## config.mk

```make
export PLATFORM = sky130hd
export DESIGN_NAME = uart_boot_loader
export DESIGN_NICKNAME = d
export VERILOG_FILES = /design/src/rtl/uart_boot_pkg.sv /design/src/rtl/boot_timeout_timer.sv /design/src/rtl/uart_boot_loader.sv
export SDC_FILE = /design/constraint.sdc
export NUM_CORES = 1
export LEC_CHECK = 0
export CORE_UTILIZATION = 65
export CTS_BUF_LIST = sky130_fd_sc_hd__clkbuf_2 sky130_fd_sc_hd__clkbuf_4 sky130_fd_sc_hd__clkbuf_8
export DETAILED_ROUTE_END_ITERATION = 10
export DONT_BUFFER_PORTS = 1
export GPL_ROUTABILITY_DRIVEN = 0
export PLACE_DENSITY = 0.81
export REMOVE_ABC_BUFFERS = 1
export SLEW_MARGIN = 20
export SYNTH_ARGS = -nofsm -noshare
export SYNTH_HDL_FRONTEND = slang
export SYNTH_SLANG_ARGS = --single-unit
```

## constraint.sdc

```tcl
create_clock -name clk -period 3 [get_ports clk]
set_clock_uncertainty 0.05 [all_clocks]
set_input_delay 0 -clock clk [delete_from_list [all_inputs] [get_ports clk]]
set_output_delay 0 -clock clk [all_outputs]
set_load 0.005 [all_outputs]
```

## src/rtl/uart_boot_pkg.sv

```systemverilog
// uart_boot_pkg: shared types and constants for the UART boot loader.
//   boot_state_e      - loader FSM states
//   err_code_t        - error code encoding reported on err_code
//   DEFAULT_SYNC_BYTE - default frame start marker
package uart_boot_pkg;

  typedef enum logic [2:0] {
    StIdle,
    StCntLo,
    StCntHi,
    StData,
    StCsum,
    StDone,
    StError
  } boot_state_e;

  typedef logic [1:0] err_code_t;

  localparam err_code_t ERR_NONE    = 2'b00;
  localparam err_code_t ERR_CSUM    = 2'b01;
  localparam err_code_t ERR_OVF     = 2'b10;
  localparam err_code_t ERR_TIMEOUT = 2'b11;

  localparam logic [7:0] DEFAULT_SYNC_BYTE = 8'h55;

  // True while a frame is being received (header, payload or checksum).
  function automatic logic in_frame(boot_state_e s);
    return (s == StCntLo) || (s == StCntHi) || (s == StData) || (s == StCsum);
  endfunction

endpackage

```

## src/rtl/boot_timeout_timer.sv

```systemverilog
// boot_timeout_timer: inter-byte idle timer for the boot loader.
//   clk     - system clock
//   rst     - synchronous active-high reset
//   clr     - a byte arrived this cycle; restart the idle count
//   en      - timer is armed (a frame is in progress)
//   expired - one-cycle pulse: TIMEOUT_CYCLES cycles have elapsed since the last clr
module boot_timeout_timer #(
  parameter int unsigned TIMEOUT_CYCLES = 10_000_000
) (
  input  logic clk,
  input  logic rst,
  input  logic clr,
  input  logic en,
  output logic expired
);

  localparam int unsigned CntW = $clog2(TIMEOUT_CYCLES + 1);

  // count_q holds the number of cycles elapsed since the last strobe cycle, so the
  // strobe cycle itself counts as zero and the next cycle sees one.
  logic [CntW-1:0] count_q;

  // A strobe in the same cycle always wins over expiry.
  assign expired = en && !clr && (count_q == CntW'(TIMEOUT_CYCLES - 1));

  always_ff @(posedge clk) begin
    if (rst) begin
      count_q <= '0;
    end else if (clr) begin
      count_q <= CntW'(1);
    end else if (!en) begin
      count_q <= '0;
    end else if (!expired) begin
      count_q <= count_q + CntW'(1);
    end
  end

endmodule

```

## src/rtl/uart_boot_loader.sv

```systemverilog
// uart_boot_loader: decodes a framed program image from the UART byte stream and
// writes it word by word into instruction memory, holding the CPU in reset until
// a complete frame with a matching checksum has been loaded.
// Frame: SYNC_BYTE, count_lo, count_hi, 4*count payload bytes (LSB first), checksum.
//   clk       - system clock
//   rst       - synchronous active-high reset
//   rx_valid  - one-cycle strobe, rx_data holds a new byte
//   rx_data   - received byte
//   load_req  - one-cycle pulse, re-arm from DONE or ERROR
//   mem_we    - one-cycle instruction-memory write strobe
//   mem_addr  - word address of the write
//   mem_wdata - write data
//   cpu_rst   - CPU reset hold, active-high
//   busy      - frame in progress
//   done      - image loaded and verified
//   error     - sticky failure flag
//   err_code  - 00 none, 01 checksum, 10 overflow, 11 timeout
module uart_boot_loader
  import uart_boot_pkg::*;
#(
  parameter int unsigned ADDR_WIDTH     = 10,
  parameter logic [7:0]  SYNC_BYTE      = DEFAULT_SYNC_BYTE,
  parameter int unsigned TIMEOUT_CYCLES = 10_000_000
) (
  input  logic                  clk,
  input  logic                  rst,
  input  logic                  rx_valid,
  input  logic [7:0]            rx_data,
  input  logic                  load_req,
  output logic                  mem_we,
  output logic [ADDR_WIDTH-1:0] mem_addr,
  output logic [31:0]           mem_wdata,
  output logic                  cpu_rst,
  output logic                  busy,
  output logic                  done,
  output logic                  error,
  output logic [1:0]            err_code
);

  localparam logic [32:0] MaxWords = 33'd1 << ADDR_WIDTH;

  boot_state_e           state_q;
  logic [7:0]            count_lo_q;
  logic [15:0]           words_left_q;
  logic [ADDR_WIDTH-1:0] word_idx_q;
  logic [1:0]            lane_q;
  logic [23:0]           word_q;   // lanes 0..2 of the word being assembled
  logic [7:0]            sum_q;

  logic [15:0] count_full;
  logic        overflow;
  logic        timer_en;
  logic        timeout;

  assign count_full = {rx_data, count_lo_q};
  assign overflow   = {17'd0, count_full} > MaxWords;
  assign timer_en   = in_frame(state_q);

  boot_timeout_timer #(
    .TIMEOUT_CYCLES(TIMEOUT_CYCLES)
  ) u_timeout_timer (
    .clk    (clk),
    .rst    (rst),
    .clr    (rx_valid),
    .en     (timer_en),
    .expired(timeout)
  );

  always_ff @(posedge clk) begin
    if (rst) begin
      state_q      <= StIdle;
      count_lo_q   <= '0;
      words_left_q <= '0;
      word_idx_q   <= '0;
      lane_q       <= '0;
      word_q       <= '0;
      sum_q        <= '0;
      mem_we       <= 1'b0;
      mem_addr     <= '0;
      mem_wdata    <= '0;
      cpu_rst      <= 1'b1;
      busy         <= 1'b0;
      done         <= 1'b0;
      error        <= 1'b0;
      err_code     <= ERR_NONE;
    end else begin
      mem_we <= 1'b0;
      unique case (state_q)
        StIdle: begin
          if (rx_valid && (rx_data == SYNC_BYTE)) begin
            state_q    <= StCntLo;
            busy       <= 1'b1;
            word_idx_q <= '0;
            lane_q     <= '0;
            sum_q      <= '0;
          end
        end
        StCntLo: begin
          if (rx_valid) begin
            count_lo_q <= rx_data;
            state_q    <= StCntHi;
          end
        end
        StCntHi: begin
          if (rx_valid) begin
            if (overflow) begin
              state_q  <= StError;
              busy     <= 1'b0;
              error    <= 1'b1;
              err_code <= ERR_OVF;
            end else if (count_full == 16'd0) begin
              state_q <= StCsum;
            end else begin
              words_left_q <= count_full;
              state_q      <= StData;
            end
          end
        end
        StData: begin
          if (rx_valid) begin
            sum_q  <= sum_q + rx_data;
            lane_q <= lane_q + 2'd1;
            if (lane_q == 2'd3) begin
              mem_we       <= 1'b1;
              mem_addr     <= word_idx_q;
              mem_wdata    <= {rx_data, word_q};
              word_idx_q   <= word_idx_q + ADDR_WIDTH'(1);
              words_left_q <= words_left_q - 16'd1;
              if (words_left_q == 16'd1) begin
                state_q <= StCsum;
              end
            end else begin
              // Shift down so byte 0 ends up in bits [7:0] after three lanes.
              word_q <= {rx_data, word_q[23:8]};
            end
          end
        end
        StCsum: begin
          if (rx_valid) begin
            busy <= 1'b0;
            if (rx_data == sum_q) begin
              state_q <= StDone;
              done    <= 1'b1;
              cpu_rst <= 1'b0;
            end else begin
              state_q  <= StError;
              error    <= 1'b1;
              err_code <= ERR_CSUM;
            end
          end
        end
        StDone: begin
          // Any byte arriving with load_req is dropped.
          if (load_req) begin
            state_q <= StIdle;
            done    <= 1'b0;
            cpu_rst <= 1'b1;
          end
        end
        StError: begin
          if (load_req) begin
            state_q  <= StIdle;
            error    <= 1'b0;
            err_code <= ERR_NONE;
          end else if (rx_valid && (rx_data == SYNC_BYTE)) begin
            state_q    <= StCntLo;
            busy       <= 1'b1;
            error      <= 1'b0;
            err_code   <= ERR_NONE;
            word_idx_q <= '0;
            lane_q     <= '0;
            sum_q      <= '0;
          end
        end
        default: state_q <= StIdle;
      endcase

      // Only fires inside a frame on a cycle without a byte, so it never races
      // a case branch above.
      if (timeout) begin
        state_q  <= StError;
        busy     <= 1'b0;
        error    <= 1'b1;
        err_code <= ERR_TIMEOUT;
      end
    end
  end

endmodule

```

==> out/results.txt, run 1 <==
1st-pass router iterations - 5
Design Power - 3820 µW
WS Path Type - flop to flop
Class of the worst hold path - input port to flop
Reg2reg start - state_q[1]
Endpoints failing setup - 0
Synth area leaders - dfxtp_1 (44%), nand2_1 (11%), a21oi_1 (9.1%)
R2R Setup Slk - 360 ps
CTS tree - yes
Clock latency on the worst-skew pair - 460 ps
Asr flop ratio synth - 0%
Crit path to - mem_addr[1]
Unrepaired setup endpoints after global routing - no
Max-cap violations - 0
Remaining routing DRC violations - 0
Crit share post-route - 87.9%
CP max stage cell - dfxtp_1
Post-synthesis register bit count - 144
Synth unique cells - 60
CP Data Arrival Time - 2990 ps
CP Depth - 8
Worst slew pin tran - 829 ps
Clk slew on worst S/H paths - 80 ps
Cell taking the most area after synthesis - dfxtp_1
CP required - 3360 ps
Maximum VDD drop - 0.000409 V
Final hold violation count - 0
Worst hold slack - 20.7 ps
Crit path time final - 2640 ps
Setup WS post-layout - 363 ps
CP Max Fanout - 31
Pre-CTS setup slack - 543 ps
Ports - 61
Worst setup path startpoint - state_q[1]
Maximum clock path buffer count - 2
Tot GR Track Use - 30.7%
Routed WL - 15.3 mm
CP delay by family, top - buffers and inverters
Post-synth EDFFs - 0
Fin util - 72.9%
Mean Syn Cell Area - 7.81 µm²
Initial Utilization - 66.7%
Routed len/inst - 15.8 µm
Register area share after synthesis - 44.4%
Die width - 102 µm
N_diodes - 0
DIE HEIGHT - 102 µm
Core ar. - 9730 µm²
Leak - 0.00232 µW
Worst-case reg-to-reg path depth - 8
Via density - 6.06
Outcome - complete, no violations
Yosys top cell area share - 44.4%
Yosys warnings - 0
Critical Path Start Type - flop
Placed Area - 6550 µm²
CTS Buf Count - 17
CP max stage delay - 670 ps
Max-slew violations - 0
Hold path start - rx_data[2]
Via count - 5887
Slew Limit Headroom - 44.7%
Port bufs - 0
Worst path bufs/invs - 3
Mapped Area - 6490 µm²
Hpwl dp - 9.72 mm
Row count - 36
Max Clk Rate - 0.379 GHz
Top FF cell, synth - dfxtp_1
Drt initial violations - 444
Htree depth - 4
Setup repair bufs after CTS - 0
Worst setup EP type - flop
Fin nets - 851
CTS sink cnt - 144
Worst R2R End - mem_addr[1]
# hold bufs at CTS - 13
Post-route design area - 7090 µm²
Die area - 10400 µm²
Routed Antenna Nets - 0
Clock Root Buffer - clkbuf_8
Largest net degree at the start of global routing - 113
PwrDens - 538 nW/µm²
Post-cts resize count - 0
Initial antenna violation count - 0
Vias in the first global route - 5181
Global route overflow - 0
Most frequent CP cell - buf_4
Share of cells above drive strength 1 - 7.76%
First-pass GRT wire length - 24.8 mm
Critical path, cell by cell - nand2b_1 > nor2_1 > buf_4 > and2_1 > buf_4 > nand2_1 > a21oi_1 > dlygate4sd3_1
Cells after synthesis - 831
Synth-to-layout area growth - 9.27%
-- state kept, by name (all words and copies together) (netlist names) --
name                     count
lane_q                       2
mem_wdata                   32
mem_we                       1
done                         1
words_left_q                16
cpu_rst                      1
count_lo_q                   8
err_code                     2
mem_addr                    10
word_idx_q                  10
error                        1
busy                         1
state_q                      3
sum_q                        8
u_timeout_timer.count_q     24
word_q                      24
-- stage by stage --
stage                     std cells  setup TNS (ps)
after global placement          927               0
after floorplan                 782           -2780
after detailed placement        927               0
after global routing            971               0
after CTS                       971               0
final                           971               0
-- layer usage --
layer	global-route usage (%)	vias up	part of all wire, %
met2	51.5	223	49
met1	37.3	2767	42
li1	-	2849	-
met4	11.6	0	2.3
met3	9.03	48	6.8
met5	0	-	0
-- worst min-delay path by stage --
stage                     to  depth (start not counted)
6_report            sum_q[2]                          4
3_3_place_gp     mem_addr[1]                          1
2_1_floorplan  count_lo_q[0]                          1
4_1_cts             sum_q[2]                          4
3_5_place_dp     mem_addr[1]                          1
5_1_grt           state_q[2]                          5
-- cell usage after synthesis (3+ instances only) --
cell,number
xnor2_1,24
o21a_1,3
nor2_1,85
o21ai_0,17
ha_1,12
clkbuf_1,41
or3_1,9
buf_2,5
nor3b_1,5
a21oi_1,118
or4_1,3
nand4_1,8
nand2_1,182
dfxtp_1,144
nor3_1,26
inv_1,9
or2_2,10
nor4_1,13
mux2i_1,4
nor4b_1,5
nor2b_1,3
and3_1,7
nand4b_1,3
a21o_1,6
a22oi_1,8
xor2_1,9
a211oi_1,5
nand3_1,23
nand2b_1,4
-- cell type report --
type,instances,area (µm²)
Clock buffer,21,283
Clock inverter,10,109
Fill cell,789,2640
Inverter,10,37.5
Multi-Input combinational cell,628,3370
Sequential cell,144,2880
Tap cell,133,166
Timing Repair Buffer,25,238
-- kinds of logic after synthesis --
logic type	Yosys count	synth area share, %
AOI/OAI and AO/OA	180	16.2
xor gates and xnor gates	33	4.45
adders and majority gates	13	2.62
buffers and inverters	59	3.66
DFF	144	44.4
muxes	5	0.791
and+or+nand+nor	397	27.8
-- tightest hold or removal path, cell delays in order --
cell and delay, ps:
ha_1 180, xor2_1 90, a22oi_1 150, nor2_1 60
-- placed cells by master, fill, tap and decap left out, types with 3 or more instances in the layout --
| cell type | instances |
|---|---|
| a211oi_1 | 5 |
| a21o_1 | 6 |
| a21oi_1 | 118 |
| a22oi_1 | 8 |
| and3_1 | 7 |
| buf_4 | 12 |
| clkbuf_8 | 20 |
| clkinv_2 | 5 |
| dfxtp_1 | 144 |
| dlygate4sd3_1 | 12 |
| ha_1 | 12 |
| inv_1 | 9 |
| mux2i_1 | 4 |
| nand2_1 | 182 |
| nand2b_1 | 4 |
| nand3_1 | 23 |
| nand4_1 | 8 |
| nand4b_1 | 3 |
| nor2_1 | 85 |
| nor2b_1 | 3 |
| nor3_1 | 26 |
| nor3b_1 | 5 |
| nor4_1 | 12 |
| nor4b_1 | 5 |
| o21a_1 | 3 |
| o21ai_0 | 17 |
| or2_2 | 10 |
| or3_1 | 9 |
| or4_1 | 3 |
| xnor2_1 | 24 |
| xor2_1 | 9 |
-- power by group --
part / leakage [µW] / internal, µW / switching, µW
Combinational: 0.000963 / 121 / 183
Clock: 0.000201 / 804 / 718
Sequential: 0.00116 / 1940 / 51.5
Total: 0.00232 / 2860 / 953
Power figures use the tool's default switching activity.
==> run 2, diff against run 1 <==
==> constraint.sdc (replaced) <==
create_clock -name clk -period 3 [get_ports clk]
set_clock_uncertainty 0.05 [all_clocks]
set_input_delay 0.3 -clock clk [delete_from_list [all_inputs] [get_ports clk]]
set_output_delay 0.3 -clock clk [all_outputs]
set_load 0.005 [all_outputs]
==> out/results.txt, run 2 (synthesized netlist as in run 1, its figures left out) <==
First-pass GRT wire length - 24.2 mm (-2.2%)
WS Path Type - flop to flop
CP Data Arrival Time - 2970 ps (-20 ps)
Most frequent cells in the layout - nand2_1 (182), dfxtp_1 (144), a21oi_1 (118)
Clk slew on worst S/H paths - 80 ps (about the same)
PwrDens - 552 nW/µm² (+2.6%)
Port bufs - 0 (unchanged)
CP max stage cell - dfxtp_1
CP max stage delay - 650 ps (-20 ps)
Clock Root Buffer - clkbuf_8
Core ar. - 9730 µm² (unchanged)
Maximum clock path buffer count - 2 (unchanged)
Setup repair bufs after CTS - 0 (unchanged)
CTS Buf Count - 17 (unchanged)
Slew Limit Headroom - 44.4% (-0.30 points)
1st-pass router iterations - 5 (unchanged)
Crit share post-route - 89.3% (+1.4 points)
Max-slew violations - 0 (unchanged)
Ports - 61 (unchanged)
Hpwl dp - 9.54 mm (-1.8%)
Critical Path Start Type - flop
Design Power - 3930 µW (+2.9%)
CP required - 3290 ps (-70 ps)
Row count - 36 (unchanged)
Largest reg by FF count - mem_wdata
Routed Antenna Nets - 0 (unchanged)
Share of cells above drive strength 1 - 7.78% (+0.019 points)
Outcome - complete, no violations
Tot GR Track Use - 30.1% (-0.61 points)
Final hold violation count - 0 (unchanged)
Clock latency on the worst-skew pair - 450 ps (about the same)
Global route overflow - 0 (unchanged)
Vias in the first global route - 5155 (-0.50%)
Routed len/inst - 15.7 µm (-0.18%)
Leak - 0.00233 µW (+0.11%)
Initial antenna violation count - 0 (unchanged)
Synth-to-layout area growth - 9.62%
Critical path, cell by cell - nor2b_1 > nand2_1 > nor2_2 > nor4_1 > xnor2_1 > nor2_1
CTS tree - yes
Drt initial violations - 454 (+2.3%)
Unrepaired setup endpoints after global routing - no
CP Max Fanout - 19 (-39%)
Crit path time final - 2680 ps (+42.7 ps)
Via density - 6.02 (-0.71%)
CTS sink cnt - 144 (unchanged)
Die width - 102 µm (unchanged)
Largest net degree at the start of global routing - 110 (-2.7%)
Routed WL - 15.3 mm (-0.29%)
Initial Utilization - 66.7% (unchanged)
Worst slew pin tran - 834 ps (+4.44 ps)
Most common cell after layout, fill and taps aside - nand2_1
DIE HEIGHT - 102 µm (unchanged)
Biggest regs - mem_wdata (32), u_timeout_timer.count_q (24), word_q (24)
Max-cap violations - 0 (unchanged)
Worst path bufs/invs - 0 (-3)
Endpoints failing setup - 0 (unchanged)
Fin util - 73.1% (+0.23 points)
Worst setup EP type - flop
Max FFs per register - 32 (unchanged)
Via count - 5839 (-0.82%)
Fin nets - 848 (-0.35%)
Htree depth - 4 (unchanged)
Max Clk Rate - 0.373 GHz (-1.6%)
Maximum VDD drop - 0.000519 V (+27%)
Remaining routing DRC violations - 0 (unchanged)
Class of the worst hold path - input port to flop
Die area - 10400 µm² (unchanged)
CP delay by family, top - simple AND/OR/NAND/NOR gates
## run 2: area by class of cell
| class | instances | area (µm²) |
|---|---|---|
| Multi-Input combinational cell | 628 | 3380 |
| Sequential cell | 144 | 2880 |
| Fill cell | 787 | 2620 |
| Clock buffer | 23 | 304 |
| Timing Repair Buffer | 22 | 213 |
| Tap cell | 133 | 166 |
| Clock inverter | 9 | 130 |
| Inverter | 10 | 37.5 |
| Antenna cell | 1 | 2.50 |
## run 2: layer usage
layer	global-route usage [%]	wire length (µm)
met1	37.9	6380
met2	50.2	7580
met3	7.39	1070
met4	11.1	240
met5	0	0
## run 2: timing repair
action | in CTS | in global routing
endpoints found under the hold margin | 110 | 0
hold buffers | 12 | 0
setup endpoints to repair | 0 | 5
gates resized for setup | 0 | 1
## run 2: final timing paths
path	start	slack [ps]	depth (start not counted)	endpoint
setup / recovery	state_q[1]	320	6	word_idx_q[9]
hold / removal	load_req	40	2	cpu_rst
setup reg to reg	state_q[1]	320	6	word_idx_q[9]
hold reg to reg	word_q[6]	400	2	mem_wdata[6]
## run 2: worst register-to-register path, delay by kind of cell, from the launching register on
| family | cells | cell delay, ps |
|---|---|---|
| and+or+nand+nor | 5 | 1640 |
| DFF | 1 | 650 |
| xor gates and xnor gates | 1 | 220 |
## run 2: power by group
part           switching, µW  total, µW  internal [µW]
Clock                    720       1650            928
Sequential              49.1       1990           1940
Combinational            170        290            120
## run 2: metrics by stage
stage                     setup TNS [ps]  hold WS, ps  cells  instance area (µm²)  setup slack [ps]
after floorplan                    -2780          319    782                 6290              -260
after global placement                 0          327    925                 6540               530
after detailed placement               0          328    925                 6540               397
after CTS                              0         23.5    969                 7110               213
after global routing                   0         31.6    969                 7110               106
final                                  0         43.5    970                 7110               320
